<file path="config.mk">
export PLATFORM = sky130hd
export DESIGN_NAME = cpu_core_param
export DESIGN_NICKNAME = d
export VERILOG_FILES = /design/src/rtl/cpu_core_param.sv
export SDC_FILE = /design/constraint.sdc
export NUM_CORES = 1
export LEC_CHECK = 0
export ABC_CLOCK_PERIOD_IN_PS = 2350
export BUFFER_PORTS_ARGS = -buffer_cell sky130_fd_sc_hd__buf_2
export CAP_MARGIN = 20
export CORE_ASPECT_RATIO = 1.1
export CORE_UTILIZATION = 45
export CTS_CLUSTER_SIZE = 12
export DETAILED_ROUTE_END_ITERATION = 8
export PLACE_DENSITY = 0.68
export SYNTH_ARGS = -nofsm -noshare
export SYNTH_HDL_FRONTEND = slang
export SYNTH_SLANG_ARGS = --single-unit
</file>
<file path="constraint.sdc">
create_clock -name clk -period 2.35 [get_ports clk]
set_input_delay 0.1175 -clock clk [delete_from_list [all_inputs] [get_ports clk]]
set_output_delay 0.1175 -clock clk [all_outputs]
set_load 0.1 [all_outputs]
</file>
<file path="src/rtl/cpu_core_param.sv">
// rtl/cpu_core_param.sv - parameterised accumulator CPU core with on-chip program/data RAM
//
// Ports:
//   clk        in   single clock, all state updates on the rising edge
//   rst        in   synchronous active-high reset (wins over load_mode)
//   load_mode  in   1 = core held in LOAD, RAM writable from program port
//   prog_we    in   program-port write strobe (only while load_mode=1)
//   prog_addr  in   [ADDR_W] program-port write address
//   prog_data  in   [DATA_W] program-port write data
//   out_data   out  [DATA_W] output register, written by OUT
//   out_valid  out  one-cycle pulse after out_data is updated
//   halted     out  high while in HALT
//   carry      out  ALU carry flag (carry=1 on SUB means no borrow)
//   zero       out  ALU zero flag
//   pc         out  [ADDR_W] program counter
module cpu_core_param #(
   parameter int DATA_W = 8,
   parameter int ADDR_W = 4
) (
   input  logic              clk,
   input  logic              rst,
   input  logic              load_mode,
   input  logic              prog_we,
   input  logic [ADDR_W-1:0] prog_addr,
   input  logic [DATA_W-1:0] prog_data,
   output logic [DATA_W-1:0] out_data,
   output logic              out_valid,
   output logic              halted,
   output logic              carry,
   output logic              zero,
   output logic [ADDR_W-1:0] pc
);

   localparam int DEPTH = 1 << ADDR_W;

   localparam logic [3:0] OP_NOP = 4'h0;
   localparam logic [3:0] OP_LDA = 4'h1;
   localparam logic [3:0] OP_ADD = 4'h2;
   localparam logic [3:0] OP_SUB = 4'h3;
   localparam logic [3:0] OP_STA = 4'h4;
   localparam logic [3:0] OP_LDI = 4'h5;
   localparam logic [3:0] OP_JMP = 4'h6;
   localparam logic [3:0] OP_JC  = 4'h7;
   localparam logic [3:0] OP_JZ  = 4'h8;
   localparam logic [3:0] OP_OUT = 4'hE;
   localparam logic [3:0] OP_HLT = 4'hF;

   typedef enum logic [2:0] {
      S_LOAD,
      S_T0,
      S_T1,
      S_E1,
      S_E2,
      S_E3,
      S_HALT
   } state_t;

   state_t            r_state;
   state_t            w_next_state;

   logic [DATA_W-1:0] r_ram [DEPTH];
   logic [ADDR_W-1:0] r_pc;
   logic [ADDR_W-1:0] r_mar;
   logic [DATA_W-1:0] r_a;
   logic [DATA_W-1:0] r_b;
   // Only the decoded fields of the instruction word are kept; the bits in
   // between opcode and operand carry no meaning.
   logic [3:0]        r_ir_op;
   logic [ADDR_W-1:0] r_ir_arg;
   logic [DATA_W-1:0] r_out;
   logic              r_out_valid;
   logic              r_carry;
   logic              r_zero;

   logic [DATA_W-1:0] w_ram_rd;
   logic              w_is_mem;
   logic              w_is_alu;
   logic              w_is_sub;
   logic              w_jump_take;
   logic [DATA_W-1:0] w_b_operand;
   logic [DATA_W:0]   w_sum;
   logic [DATA_W-1:0] w_arg_zext;
   logic              w_ram_we;
   logic [ADDR_W-1:0] w_ram_waddr;
   logic [DATA_W-1:0] w_ram_wdata;

   // Asynchronous read port always follows MAR.
   assign w_ram_rd    = r_ram[r_mar];

   assign w_is_mem    = (r_ir_op == OP_LDA) || (r_ir_op == OP_ADD) ||
                        (r_ir_op == OP_SUB) || (r_ir_op == OP_STA);
   assign w_is_alu    = (r_ir_op == OP_ADD) || (r_ir_op == OP_SUB);
   assign w_is_sub    = (r_ir_op == OP_SUB);
   assign w_jump_take = (r_ir_op == OP_JMP) ||
                        ((r_ir_op == OP_JC) && r_carry) ||
                        ((r_ir_op == OP_JZ) && r_zero);

   // SUB is A + ~B + 1, so the carry-out doubles as "no borrow".
   assign w_b_operand = w_is_sub ? ~r_b : r_b;
   assign w_sum       = {1'b0, r_a} + {1'b0, w_b_operand} + {{DATA_W{1'b0}}, w_is_sub};
   assign w_arg_zext  = {{(DATA_W-ADDR_W){1'b0}}, r_ir_arg};

   // Next-state logic; load_mode pre-empts every state, rst is applied in
   // the state register so it outranks load_mode.
   always_comb begin
      w_next_state = r_state;
      if (load_mode) begin
         w_next_state = S_LOAD;
      end else begin
         case (r_state)
            S_LOAD: w_next_state = S_T0;
            S_T0:   w_next_state = S_T1;
            S_T1:   w_next_state = S_E1;
            S_E1: begin
               if (r_ir_op == OP_HLT)  w_next_state = S_HALT;
               else if (w_is_mem)      w_next_state = S_E2;
               else                    w_next_state = S_T0;
            end
            S_E2:   w_next_state = w_is_alu ? S_E3 : S_T0;
            S_E3:   w_next_state = S_T0;
            S_HALT: w_next_state = S_HALT;
            default: w_next_state = S_T0;
         endcase
      end
   end

   always_ff @(posedge clk) begin
      if (rst) r_state <= S_T0;
      else     r_state <= w_next_state;
   end

   // Single RAM write port shared by the program port and STA; load_mode
   // selects the source so the two can never collide, and rst blocks both.
   always_comb begin
      w_ram_we    = 1'b0;
      w_ram_waddr = r_mar;
      w_ram_wdata = r_a;
      if (!rst) begin
         if (load_mode) begin
            w_ram_we    = prog_we;
            w_ram_waddr = prog_addr;
            w_ram_wdata = prog_data;
         end else begin
            w_ram_we    = (r_state == S_E2) && (r_ir_op == OP_STA);
         end
      end
   end

   always_ff @(posedge clk) begin
      if (w_ram_we) r_ram[w_ram_waddr] <= w_ram_wdata;
   end

   always_ff @(posedge clk) begin
      if (rst) begin
         r_pc        <= '0;
         r_mar       <= '0;
         r_a         <= '0;
         r_b         <= '0;
         r_ir_op     <= '0;
         r_ir_arg    <= '0;
         r_out       <= '0;
         r_out_valid <= 1'b0;
         r_carry     <= 1'b0;
         r_zero      <= 1'b0;
      end else if (load_mode) begin
         // Core frozen: architectural state kept, execution restarts at 0.
         r_pc        <= '0;
         r_out_valid <= 1'b0;
      end else begin
         r_out_valid <= 1'b0;
         case (r_state)
            S_T0: r_mar <= r_pc;
            S_T1: begin
               r_ir_op  <= w_ram_rd[DATA_W-1 -: 4];
               r_ir_arg <= w_ram_rd[ADDR_W-1:0];
               r_pc     <= r_pc + ADDR_W'(1);
            end
            S_E1: begin
               case (r_ir_op)
                  OP_NOP: ;
                  OP_LDA, OP_ADD, OP_SUB, OP_STA: r_mar <= r_ir_arg;
                  OP_LDI: r_a <= w_arg_zext;
                  OP_JMP, OP_JC, OP_JZ: begin
                     if (w_jump_take) r_pc <= r_ir_arg;
                  end
                  OP_OUT: begin
                     r_out       <= r_a;
                     r_out_valid <= 1'b1;
                  end
                  default: ;
               endcase
            end
            S_E2: begin
               if (r_ir_op == OP_LDA) r_a <= w_ram_rd;
               else if (w_is_alu)     r_b <= w_ram_rd;
            end
            S_E3: begin
               r_a     <= w_sum[DATA_W-1:0];
               r_carry <= w_sum[DATA_W];
               r_zero  <= (w_sum[DATA_W-1:0] == '0);
            end
            default: ;
         endcase
      end
   end

   assign out_data  = r_out;
   assign out_valid = r_out_valid;
   assign halted    = (r_state == S_HALT);
   assign carry     = r_carry;
   assign zero      = r_zero;
   assign pc        = r_pc;

endmodule

</file>
* Word level (Yosys, flattened, before mapping) *
Memories as Yosys holds them, arrays and structs flattened. A register that Yosys moved wholly into a read port is not among the register bits.
Index checks and enable logic that the tools add are counted.

word-level totals
  RAM bits = 128
  register bits after elaboration = 46
  output and inout port bits = 16
  word-level logic and storage cells = 90
  memories = 1
  input port bits = 16

memory list
  memory  depth  bits a word  rd ports  clocked after Yosys merged registers in  wr ports  line  RTL
  r_ram   16     8            1         1                                        1         61    logic [DATA_W-1:0] r_ram [DEPTH];

cells by class
  equality and inequality tests = 21
  bitwise gates (word level) = 4
  multiplexer cells = 25
  $add $sub $neg = 3
  reductions and logical operators = 24

operators with widths
  operator                                                               count
  8-bit 2-to-1 mux                                                       5
  4-bit 2-to-1 mux                                                       7
  8-bit case mux with 3 select lines                                     1
  4-bit by 3-bit equality test with 1-bit output, second input constant  4
  4-bit case mux with 2 select lines                                     2
  3-bit case mux with 5 select lines                                     1
  4-bit equality test, second input constant                             3
  8-bit by 8-bit adder with 9-bit output                                 1
  9-bit by 1-bit adder with 9-bit output                                 1
  3-bit equality test, second input constant                             3
  3-bit 2-to-1 mux                                                       3
  3-bit AND reduction                                                    3
  4-bit by 2-bit equality test with 1-bit output, second input constant  2
  8-bit logical NOT                                                      1
  8-bit NOT                                                              1
  4-bit AND reduction                                                    2
  3-bit by 2-bit equality test with 1-bit output, second input constant  2
  1-bit logical OR                                                       6
  1-bit 2-to-1 mux                                                       6
  2-bit != test, second input constant                                   3
  3-bit OR reduction                                                     2
  4-bit by 1-bit adder with 4-bit output, second input constant          1
  4-bit by 1-bit equality test with 1-bit output, second input constant  1
  2-bit by 1-bit != test with 1-bit output, second input constant        2
  other kinds (8)                                                        14

* Depth between registers and ports, before layout *
Gate-level depths: netlist of the first run.

  depth in word-level cells = 8
  gate-level depth with buffers = 10
  depth with buffers taken out = 8

* Worst setup path after synthesis of the first run *
No wires, ideal clock.

  path type = reg2reg
  start = register r_ir_op[0]
  end = register r_zero, in the netlist zero
  clock period less this slack = 2.593 ns
  required time = 2.234 ns
  slack = -0.243 ns
  cell stages (with the launch flop) = 11
  library setup time = 0.116 ns
  buffers on the path = 2
  data arrival time = 2.478 ns
  cells stage by stage = dfxtp_1 buf_2 nor4bb_1 buf_2 xor2_1 ha_1 a31o_2 a221oi_2 o31ai_1 xnor2_1 a31o_1

on the way
  word-level cells in the longest chain between the ends = 5

RTL lines
  what                                                line  RTL
  from (decl)                                         68    logic [3:0] r_ir_op;
  from (signal assigned)                              174   r_ir_op <= w_ram_rd[DATA_W-1 -: 4];
  4-bit by 2-bit equality test with 1-bit output (*)  93    assign w_is_sub = (r_ir_op == OP_SUB);
  8-bit 2-to-1 mux                                    99    assign w_b_operand = w_is_sub ? ~r_b : r_b;
  8-bit by 8-bit adder with 9-bit output              100   assign w_sum = {1'b0, r_a} + {1'b0, w_b_operand} + {{DATA_W{1'b0}}, w_is_sub};
  9-bit by 1-bit adder with 9-bit output (*)          100
  8-bit logical NOT (*)                               200   r_zero <= (w_sum[DATA_W-1:0] == '0);
  to (signal assigned)                                200
  to (decl)                                           73    logic r_zero;

Mark *: on every way between the ends. The rest lies on a longest branch, timed or not.
A chain may end at the register's enable or synchronous reset.

* Final worst setup path of the first run *
  start = register r_ir_op[3]
  end = register r_a[7]

on the way
  word-level cells in the longest chain between the ends = 5
  elaborated cells on any way between the ends = 10
  classes of those cells = add/sub: 2; eq/ne: 5; mux: 2; reduce/logical: 1

RTL lines
  what                                            line  RTL
  4-bit by 2-bit equality test with 1-bit output  93
  8-bit 2-to-1 mux                                99
  8-bit by 8-bit adder with 9-bit output          100
  9-bit by 1-bit adder with 9-bit output          100
  8-bit case mux with 3 select lines              171   case (r_state)
  to (signal assigned)                            182   OP_LDI: r_a <= w_arg_zext;
  to (signal assigned)                            194   if (r_ir_op == OP_LDA) r_a <= w_ram_rd;
  to (signal assigned)                            198   r_a <= w_sum[DATA_W-1:0];
  to (decl)                                       64    logic [DATA_W-1:0] r_a;

Parallel ways exist; a longest one is shown, timed or not.

==> impl_metrics.py, run 1 <==
metrics = {
    "cts": {
        "tritoncts_num_sinks": 178,
        "clock_slew_at_the_register_clock_pins_of_the_worst_setup_and_hold_paths_ns": 0.07,
        "clock_path_buffers": 2,
        "cts_made_buffers": 17,
        "ctsRootBufferMaster": "clkbuf_16",
        "htree_num_levels": 4,
        "clkLatencyLatePin_ns": 0.42,
        "tritoncts": "built",
    },
    "placement": {
        "setup_slack_placement_ns": -0.150,
        "finalWeightedCongestion": 0.849,
        "port_buffers": 31,
        "place_area_um2": 8600,
        "detailedPlacementHpwl_mm": 12.8,
    },
    "power_and_ir_drop": {
        "power.share.combinational": 0.040,
        "seq_power_share": 0.540,
        "clock_power_share": 0.420,
        "fin_total_pwr_mw": 6.24,
        "power.ir.vdd_worst_mv": 0.548,
        "total_switching_power_mw": 1.34,
        "p_int_mw": 4.91,
        "swShare": 0.214,
        "p_leak_nw": 3.36,
        "power_per_cell_area_nw_per_um2": 668,
    },
    "detailed_routing": {
        "drtPass1Iterations": 5,
        "antenna_violating_nets_post_route": 0,
        "violation_count_after_the_first_detailed_route_iteration": 360,
        "wl_per_cell_um": 20.5,
        "top_layer": "met4",
        "num_vias": 4956,
        "met3_length_um": 592,
        "drt-vias-per-instance": 5.60,
        "postRouteWirelength_mm": 18.1,
        "wl_met1_mm": 7.68,
        "detail_route.drc_violations": 0,
        "routed-wl-met2_mm": 9.44,
    },
    "die": {
        "initial_core_utilization": 0.459,
        "die_area_um2": 17900,
        "die_h_um": 140,
        "core_box_area_um2": 17000,
        "chipWidth_um": 128,
        "floorplan.io_pins": 32,
        "rows": 50,
    },
    "run_status": {
        "violated_checks": "setup timing",
        "outcome": "complete, but fails checks",
    },
    "critical_path": {
        "critical_path.top_delay_family": "compound AO/OA/AOI/OAI gates",
        "timing.critical_path.required_ns": 2.64,
        "timing.critical_path.to_type": "flop",
        "crit_chain": "nor4bb_4 > buf_6 > xor2_4 > ha_4 > a31o_4 > a221oi_4 > o31ai_2 > xnor2_1 > o221ai_1",
        "critPathSlowestCell": "a221oi_4",
        "type_of_element_launching_the_critical_path": "flop",
        "path_max_fanout": 6,
        "critical_path_buf_inv_count": 1,
        "crit_type": "flop to flop",
        "crit_path_max_incr_delay_ns": 0.37,
        "reg2reg_setup_slack_ns": -0.1,
        "crit_arrival_ns": 2.74,
    },
    "sta": {
        "number_of_endpoints_failing_setup_at_the_final_stage": 5,
        "setup_ws_ns": -0.0961,
        "post-route-period-util": 1.04,
        "finalHoldWorstSlack_ns": 0.102,
        "highest_attainable_clock_frequency_ghz": 0.409,
        "totalNegativeSetupSlack_ns": -0.343,
        "hold_violations": 0,
        "rsz_0062_raised_after_global_routing": "yes",
        "maxSlewViolCount": 0,
        "post-route-min-period_ns": 2.45,
        "max_slew_headroom_at_the_worst_pin": 0.577,
        "skew_ns": 0.00967,
        "worst-slew-pin-transition_ns": 0.633,
    },
    "cells_and_area": {
        "postLayoutCellArea_um2": 9350,
        "layout-drive-gt1-share": 0.303,
        "antenna-diode-count": 0,
        "synthToLayoutAreaGrowth_pct": 19.7,
        "final_net_count": 663,
    },
    "grt": {
        "first_global_vias": 5029,
        "grt_pass1_wl_mm": 28.5,
        "number_of_antenna_violations_at_the_first_check_in_global_routing": 0,
        "grt_overflow_total": 0,
        "groute.usage.overall": 0.215,
        "grt_start_max_net_pins": 35,
    },
    "worst_hold_path": {
        "min-delay-path-class": "primary input to flop",
    },
    "logic_synthesis": {
        "post_synth.cell_area_avg_um2": 14.0,
        "synth_cell_types": 59,
        "synth.cell_area_um2": 7810,
        "ys_ff_latch": 178,
        "synth-main-ff-cell": "edfxtp_1",
        "synth-async-reset-ratio": 0,
        "synth.yosys.seq_area_share": 0.620,
        "yosys_warnings": 0,
        "synth-edff-count": 128,
        "syn_inst": 559,
        "syn_nets": 584,
    },
    "flow_run": {
        "maxCapViolCount": 0,
    },
}
[cells in the mapped netlist (all sizes together), types with 3 or more instances]
master / instances / area share
a211oi: 4 / 0.0038
a21o: 3 / 0.0029
a21oi: 32 / 0.021
a31oi: 7 / 0.0056
and3b: 3 / 0.0034
buf: 19 / 0.014
clkbuf: 13 / 0.0062
dfxtp: 50 / 0.13
edfxtp: 128 / 0.49
ha: 8 / 0.013
inv: 14 / 0.0067
mux2: 7 / 0.010
mux2i: 25 / 0.032
mux4: 37 / 0.11
nand2: 41 / 0.020
nand2b: 9 / 0.0072
nand3: 4 / 0.0026
nor2: 52 / 0.025
nor2b: 4 / 0.0032
nor3: 5 / 0.0032
nor3b: 8 / 0.0077
nor4bb: 3 / 0.0038
o21ai: 19 / 0.012
o21bai: 4 / 0.0038
o221ai: 4 / 0.0045
o22ai: 4 / 0.0032
o31ai: 3 / 0.0029
or2: 3 / 0.0024
or3b: 4 / 0.0045
xnor2: 4 / 0.0045
xor2: 10 / 0.011
[per-stage QoR]
step           cells  utilization
3_5_place_dp     846        0.505
6_report         885        0.549
3_3_place_gp     846        0.505
5_1_grt          885        0.549
2_1_floorplan    559            -
4_1_cts          880        0.543
[metal layers]
metal,vias up,track usage
met2,117,0.372
met3,27,0.0382
met5,-,0
li1,2289,-
met1,2523,0.269
met4,0,0.0836
[worst min-delay path, delay by kind of cell]
kind	cells	cell delay, ns
AOI/OAI and AO/OA	1	0.09
buffers and inverters	2	0.26
[sequential cells by signal, summed over array words and instances, names as in the netlist, named ones only]
register and cells:
carry 1, r_ram 128, r_a 8, r_state 3, r_ir_arg 4, r_ir_op 4, out_valid 1, zero 1
pc 4, out_data 8, r_b 8, r_mar 4
[kinds of logic after synthesis]
logic type | after synthesis | synth area share
mux | 69 | 0.149
fa+ha+maj | 9 | 0.0154
compound gates | 99 | 0.0831
flops | 178 | 0.620
simple gates | 144 | 0.0899
xor+xnor | 14 | 0.0157
buf+inv | 46 | 0.0269
[power groups by stage]
| stage | Sequential, mW | Combinational (mW) | Clock, mW |
|---|---|---|---|
| after floorplan | 3.44 | 0.150 | 0 |
| after global placement | 3.44 | 0.233 | 0 |
| after detailed placement | 3.44 | 0.241 | 0 |
| after CTS | 3.37 | 0.244 | 2.67 |
| after global routing | 3.37 | 0.267 | 2.80 |
| final | 3.37 | 0.249 | 2.62 |
[cell type report]
| cell class | count | area (µm²) |
|---|---|---|
| Clock buffer | 18 | 429 |
| Clock inverter | 14 | 116 |
| Fill cell | 1407 | 7670 |
| Inverter | 14 | 52.6 |
| Multi-Input combinational cell | 335 | 2910 |
| Sequential cell | 178 | 4850 |
| Tap cell | 234 | 293 |
| Timing Repair Buffer | 92 | 704 |
[worst paths after layout]
kind / startpoint / to / cells past startpoint
hold / removal: load_mode / r_state[0]$_SDFF_PP1_ / 3
setup / recovery: r_ir_op[3]$_SDFFE_PP0P_ / r_a[7]$_SDFFE_PP0P_ / 9
hold reg to reg: out_data[7]$_SDFFE_PP0P_ / out_data[7]$_SDFFE_PP0P_ / 2
setup reg to reg: r_ir_op[3]$_SDFFE_PP0P_ / r_a[7]$_SDFFE_PP0P_ / 9
[cells in the final DEF, fill, tap and decap left out, types with 17 or more instances in the layout]
cell type  netlist  routed
a21oi_1         32      31
buf_2           12      31
buf_4            2      46
clkbuf_16        0      17
dfxtp_1         50      47
edfxtp_1       128     128
mux2i_1         25      25
mux4_2          37      37
nand2_1         41      37
nor2_1          52      45
[timing repair]
action                     CTS  global route
resized for setup           15            21
buffers inserted             2             5
setup endpoints to repair  100           135
hold buffers                 0             0
pin swaps                   10             8
Note: power is estimated with default switching activity, not from simulation.
==> run 2: changes to the inputs <==
- ABC_AREA: not set -> 1
==> run 2 against run 1 <==
Compared with the run above: the run now ends clean; combinational power up 130%; sequential cell count unchanged; power up 9.2%; clock power up 8.0%; global-route usage up 0.48 points; final cell count up 22%.
==> impl_metrics.py, run 2 <==
metrics = {
    "grt": {
        "grt_overflow_total": 0,
        "grt_pass1_wl_mm": 29.5,
        "groute.usage.overall": 0.220,
        "number_of_antenna_violations_at_the_first_check_in_global_routing": 0,
        "grt_start_max_net_pins": 73,
        "first_global_vias": 5526,
    },
    "cts": {
        "tritoncts": "built",
        "tritoncts_num_sinks": 178,
        "clock_slew_at_the_register_clock_pins_of_the_worst_setup_and_hold_paths_ns": 0.06,
        "htree_num_levels": 4,
        "clock_path_buffers": 2,
        "clkLatencyLatePin_ns": 0.43,
        "cts_made_buffers": 17,
        "ctsRootBufferMaster": "clkbuf_16",
    },
    "detailed_routing": {
        "postRouteWirelength_mm": 18.5,
        "antenna_violating_nets_post_route": 0,
        "drt-vias-per-instance": 5.35,
        "drtPass1Iterations": 5,
        "detail_route.drc_violations": 0,
        "num_vias": 5775,
        "wl_per_cell_um": 17.2,
        "violation_count_after_the_first_detailed_route_iteration": 516,
    },
    "sta": {
        "hold_violations": 0,
        "worst-slew-pin-transition_ns": 0.660,
        "post-route-period-util": 0.924,
        "highest_attainable_clock_frequency_ghz": 0.460,
        "rsz_0062_raised_after_global_routing": "yes",
        "skew_ns": 0.00695,
        "maxSlewViolCount": 0,
        "setup_ws_ns": 0.178,
        "post-route-min-period_ns": 2.17,
        "number_of_endpoints_failing_setup_at_the_final_stage": 0,
        "max_slew_headroom_at_the_worst_pin": 0.559,
    },
    "critical_path": {
        "crit_arrival_ns": 2.54,
        "timing.critical_path.required_ns": 2.72,
        "path_max_fanout": 9,
        "type_of_element_launching_the_critical_path": "flop",
        "crit_type": "flop to flop",
        "timing.critical_path.to_type": "flop",
    },
    "logic_synthesis": {
        "netlist_top_cells_area": "edfxtp_1, dfxtp_1, nor2_1",
        "synth.yosys.seq_area_share": 0.614,
        "syn_nets": 810,
        "synth.cell_area_um2": 7890,
        "ys_ff_latch": 178,
        "synth-main-ff-cell": "edfxtp_1",
        "synth_top_area_share": 0.487,
        "cell_type_contributing_the_most_total_cell_area_after_synthesis": "edfxtp_1",
        "synth_common_cells": "edfxtp_1, nor2_1, nand2_1, inv_1, o21ai_0",
        "synth-edff-count": 128,
        "post_synth.cell_area_avg_um2": 10.1,
        "yosys_warnings": 0,
        "synth-async-reset-ratio": 0,
        "synth_cell_types": 44,
        "syn_inst": 785,
        "yosysMostFrequentCell": "edfxtp_1",
    },
    "cells_and_area": {
        "mostFrequentLayoutCells": "edfxtp_1, nor2_1, nand2_1",
        "layout-drive-gt1-share": 0.148,
        "top_register": "r_ram",
        "final_net_count": 857,
        "most_frequent_standard_cell_in_the_layout_excluding_fill_and_tap_cells": "edfxtp_1",
        "postLayoutCellArea_um2": 9030,
        "synthToLayoutAreaGrowth_pct": 14.4,
        "nFillCells": 1503,
        "largest_register_ffs": 128,
        "antenna-diode-count": 0,
    },
    "run_status": {
        "outcome": "completed",
    },
    "placement": {
        "detailedPlacementHpwl_mm": 12.6,
        "port_buffers": 31,
        "finalWeightedCongestion": 0.913,
        "setup_slack_placement_ns": 0.0911,
        "place_area_um2": 8400,
    },
    "power_and_ir_drop": {
        "p_leak_nw": 3.44,
        "power_per_cell_area_nw_per_um2": 755,
        "power.ir.vdd_worst_mv": 0.504,
    },
    "die": {
        "core_box_area_um2": 17100,
        "die_h_um": 141,
        "floorplan.io_pins": 32,
        "rows": 50,
        "chipWidth_um": 128,
        "die_area_um2": 18100,
        "initial_core_utilization": 0.462,
    },
    "flow_run": {
        "maxCapViolCount": 0,
    },
    "worst_hold_path": {
        "min-delay-path-class": "primary input to flop",
    },
}
## run 2: cell count changes after synthesis, moves of 16 or more
cell,change
a21oi_1,+16
inv_1,+58
mux2i_1,-23
mux4_2,-37
nand2_1,+56
nand3_1,+21
nor2_1,+58
o211ai_1,+23
o21ai_0,+48
o21ai_1,+41
## run 2: metrics by stage
stage / setup TNS, ns / power [mW] / hold slack (ns) / utilization / cells
after floorplan: 0 / 3.86 / 0.197 / - / 785
after global placement: 0 / 4.05 / 0.364 / 0.492 / 1046
after detailed placement: 0 / 4.05 / 0.370 / 0.492 / 1046
after CTS: 0 / 6.86 / 0.0131 / 0.527 / 1079
after global routing: -0.00147 / 7.04 / 0.0392 / 0.529 / 1079
final: 0 / 6.82 / 0.0288 / 0.529 / 1079
## run 2: report_power, final
group          total [mW]  leakage (nW)  switching (mW)  internal [mW]
combinational       0.566          1.59           0.406          0.160
sequential           3.43          1.57          0.0298           3.40
clock                2.83         0.277            1.16           1.66
total                6.82          3.44            1.60           5.22
## run 2: layout make-up
cell class                      count  area [µm²]  area share
Inverter                           85         322      0.0356
Sequential cell                   178        4850       0.537
Tap cell                          234         293      0.0324
Multi-Input combinational cell    489        2570       0.285
Clock buffer                       18         429      0.0475
Clock inverter                     14         164      0.0181
Timing Repair Buffer               61         408      0.0452
## run 2: worst paths after layout
path,slack (ns),cells past startpoint,to,startpoint
max,0.18,12,zero$_SDFFE_PP0P_,r_ir_op[0]$_SDFFE_PP0P_
min,0.03,3,r_state[0]$_SDFF_PP1_,rst
max reg2reg,0.18,12,zero$_SDFFE_PP0P_,r_ir_op[0]$_SDFFE_PP0P_
min reg2reg,0.45,2,out_data[7]$_SDFFE_PP0P_,out_data[7]$_SDFFE_PP0P_
## run 2: what timing repair did
action	in CTS	in global routing
setup endpoints to repair	0	6
resized for setup	0	7
hold endpoints to repair	1	0
buffers inserted	0	0
hold buffers	1	0
## run 2: layer usage
metal	global-route usage	wire [µm]	up-vias
met1	0.284	7910	2751
met2	0.361	9120	163
met5	0	0	-
li1	-	-	2825
met4	0.105	585	0
met3	0.0357	936	36
## run 2: worst max-delay path, stage by stage, from the launching register on
cell and delay [ns]:
dfxtp_1 0.39, nand2_1 0.07, inv_1 0.09, nand2_4 0.11, a21boi_1 0.26, fa_2 0.48
inv_1 0.09, nand4_1 0.10, nor2_1 0.15, nand3_1 0.08, nor2_1 0.09, nand3_1 0.07
a21oi_1 0.11
## run 2: cells by family after synthesis
group | synth area share
AOI/OAI and AO/OA | 0.152
buffers and inverters | 0.0645
adders and majority gates | 0.0152
DFF | 0.614
and+or+nand+nor | 0.138
muxes | 0.00396
xor gates and xnor gates | 0.0122
==> run 3: changes to the inputs <==
- ABC_CLOCK_PERIOD_IN_PS: 2350 -> 1750
- clock period: 2.35 -> 1.75 ns (I/O delays scaled with it)
==> run 3 against run 2 <==
Compared with the run above: the flow now finishes with violations (setup timing); sequential power increased by 34%; worst hold slack better by 0.067 ns; non-clock buffer count is 86 higher; first-iteration DRC count increased by 1.4%; final cell count is 8.1% higher; clock-buffer cell count unchanged; wire length rose by 12%; clock power is 40% higher; sequential cell count stayed put; design area is 16% higher; maximum frequency up 1.2%; critical path type unchanged; critical endpoint unchanged.
==> impl_metrics.py, run 3 (synthesis results as in run 2) <==
metrics = {
    "critical_path": {
        "critical_path.top_delay_family": "simple AND/OR/NAND/NOR gates",
        "crit_path_max_incr_delay_ns": 0.37,
        "critPathSlowestCell": "ha_1",
        "crit_chain": "nor2_4 > nand2_4 > xor2_1 > ha_1 > buf_4 > buf_4 > xor2_2 > nor2_1 > nand3_1 > nor2_1 > nand3_1 > a21oi_1",
        "timing.critical_path.required_ns": 2.12,
        "crit_arrival_ns": 2.51,
        "type_of_element_launching_the_critical_path": "flop",
        "crit_type": "flop to flop",
        "critical_path_buf_inv_count": 2,
        "timing.critical_path.to_type": "flop",
        "path_max_fanout": 5,
    },
    "cts": {
        "clock_slew_at_the_register_clock_pins_of_the_worst_setup_and_hold_paths_ns": 0.07,
        "clkLatencyLatePin_ns": 0.43,
        "tritoncts": "built",
        "htree_num_levels": 4,
        "clock_path_buffers": 2,
        "cts_made_buffers": 17,
        "tritoncts_num_sinks": 178,
        "ctsRootBufferMaster": "clkbuf_16",
    },
    "detailed_routing": {
        "drt-vias-per-instance": 5.36,
        "met3_length_mm": 1.21,
        "routed-wl-met2_mm": 10.2,
        "wl_per_cell_um": 17.9,
        "num_vias": 6249,
        "violation_count_after_the_first_detailed_route_iteration": 523,
        "antenna_violating_nets_post_route": 0,
        "detail_route.drc_violations": 0,
        "top_layer": "met4",
        "postRouteWirelength_mm": 20.9,
        "drtPass1Iterations": 5,
        "wl_met1_mm": 8.92,
    },
    "grt": {
        "number_of_antenna_violations_at_the_first_check_in_global_routing": 0,
        "groute.usage.overall": 0.237,
        "grt_overflow_total": 0,
        "grt_pass1_wl_mm": 31.8,
        "grt_start_max_net_pins": 25,
        "first_global_vias": 6003,
    },
    "placement": {
        "setup_slack_placement_ns": -0.315,
        "port_buffers": 31,
        "place_area_um2": 9070,
        "detailedPlacementHpwl_mm": 14.1,
        "finalWeightedCongestion": 0.883,
    },
    "cells_and_area": {
        "most_frequent_standard_cell_in_the_layout_excluding_fill_and_tap_cells": "edfxtp_1",
        "layout-drive-gt1-share": 0.318,
        "final_net_count": 944,
        "final_core_utilization": 0.611,
        "multi_input_area_um2": 3010,
        "postLayoutCellArea_um2": 10400,
        "mostFrequentLayoutCells": "edfxtp_1, nor2_1, nand2_1",
        "largest_register_ffs": 128,
        "top_register": "r_ram",
        "antenna-diode-count": 0,
        "synthToLayoutAreaGrowth_pct": 32.2,
        "nFillCells": 1335,
        "sequential_cell_area_um2": 4860,
    },
    "worst_hold_path": {
        "min-delay-path-class": "primary input to flop",
    },
    "sta": {
        "max_slew_headroom_at_the_worst_pin": 0.577,
        "setup_ws_ns": -0.398,
        "worst-slew-pin-transition_ns": 0.616,
        "post-route-period-util": 1.23,
        "hold_violations": 0,
        "rsz_0062_raised_after_global_routing": "yes",
        "finalHoldWorstSlack_ns": 0.0959,
        "post-route-min-period_ns": 2.15,
        "highest_attainable_clock_frequency_ghz": 0.466,
        "maxSlewViolCount": 0,
        "number_of_endpoints_failing_setup_at_the_final_stage": 137,
        "skew_ns": 0.0102,
    },
    "power_and_ir_drop": {
        "power_per_cell_area_nw_per_um2": 923,
        "p_leak_nw": 4.01,
        "power.ir.vdd_worst_mv": 0.670,
    },
    "die": {
        "chipWidth_um": 128,
        "die_area_um2": 18100,
        "floorplan.io_pins": 32,
        "rows": 50,
        "die_h_um": 141,
        "core_box_area_um2": 17100,
        "initial_core_utilization": 0.462,
    },
    "run_status": {
        "violated_checks": "setup timing",
        "outcome": "complete, but fails checks",
    },
    "flow_run": {
        "maxCapViolCount": 0,
    },
}
-- run 3: changes by cell type in the layout (fill, tap and decap cells not counted), moves of 6 or more --
cell / before / now
nor2_4: 3 / 21
nor2_2: 3 / 10
o21ai_0: 64 / 53
dfxtp_2: 1 / 9
buf_12: 2 / 11
nor2_1: 109 / 84
buf_4: 27 / 76
nand2_2: 1 / 14
buf_6: 0 / 21
buf_8: 0 / 7
o21ai_2: 0 / 6
nand2_1: 97 / 81
dfxtp_1: 49 / 40
-- run 3: layer usage --
layer  vias to the layer above  track usage
met4                         0       0.0854
met2                       213        0.388
li1                       3006            -
met5                         -            0
met1                      2995        0.315
met3                        35       0.0429
-- run 3: final timing paths --
check	start	to	slack, ns	cells after the start
max	r_ir_op[3]$_SDFFE_PP0P_	zero$_SDFFE_PP0P_	-0.40	12
min reg2reg	out_data[6]$_SDFFE_PP0P_	out_data[6]$_SDFFE_PP0P_	0.45	2
min	rst	r_a[6]$_SDFFE_PP0P_	0.1	3
max reg2reg	r_ir_op[3]$_SDFFE_PP0P_	zero$_SDFFE_PP0P_	-0.40	12
-- run 3: worst register-to-register path: cells and delay by family (launching register included) --
kind	cells	cell delay [ns]
DFF	1	0.34
and+or+nand+nor	6	0.65
buffers and inverters	2	0.29
adders and majority gates	1	0.37
AOI/OAI and AO/OA	1	0.12
xor gates and xnor gates	2	0.34
-- run 3: layout make-up --
cell class	count	area share
Timing Repair Buffer	147	0.126
Sequential cell	178	0.466
Tap cell	234	0.0281
Multi-Input combinational cell	490	0.289
Inverter	85	0.0323
Clock inverter	14	0.0177
Clock buffer	18	0.0411
-- run 3: metrics by stage --
step / setup TNS (ns) / std cells / total power [mW]
floorplan: -10.15 / 785 / 5.18
global placement: -16.60 / 1117 / 5.58
detailed placement: -21.03 / 1117 / 5.59
CTS: -2.88 / 1155 / 9.52
global route: -23.12 / 1166 / 9.89
finish: -18.03 / 1166 / 9.63
-- run 3: what timing repair did --
| action | 4_1_cts | 5_1_grt |
|---|---|---|
| setup endpoints to repair | 144 | 155 |
| gates resized for setup | 55 | 105 |
| setup buffers | 5 | 11 |
| hold buffers | 1 | 0 |
| pin swaps | 5 | 45 |
| cloned | 0 | 2 |
| hold endpoints to repair | 1 | 0 |
-- run 3: where the power goes --
part           internal [mW]  switching [mW]
combinational          0.395           0.676
clock                   2.39            1.58
sequential              4.56          0.0390
total                   7.34            2.29
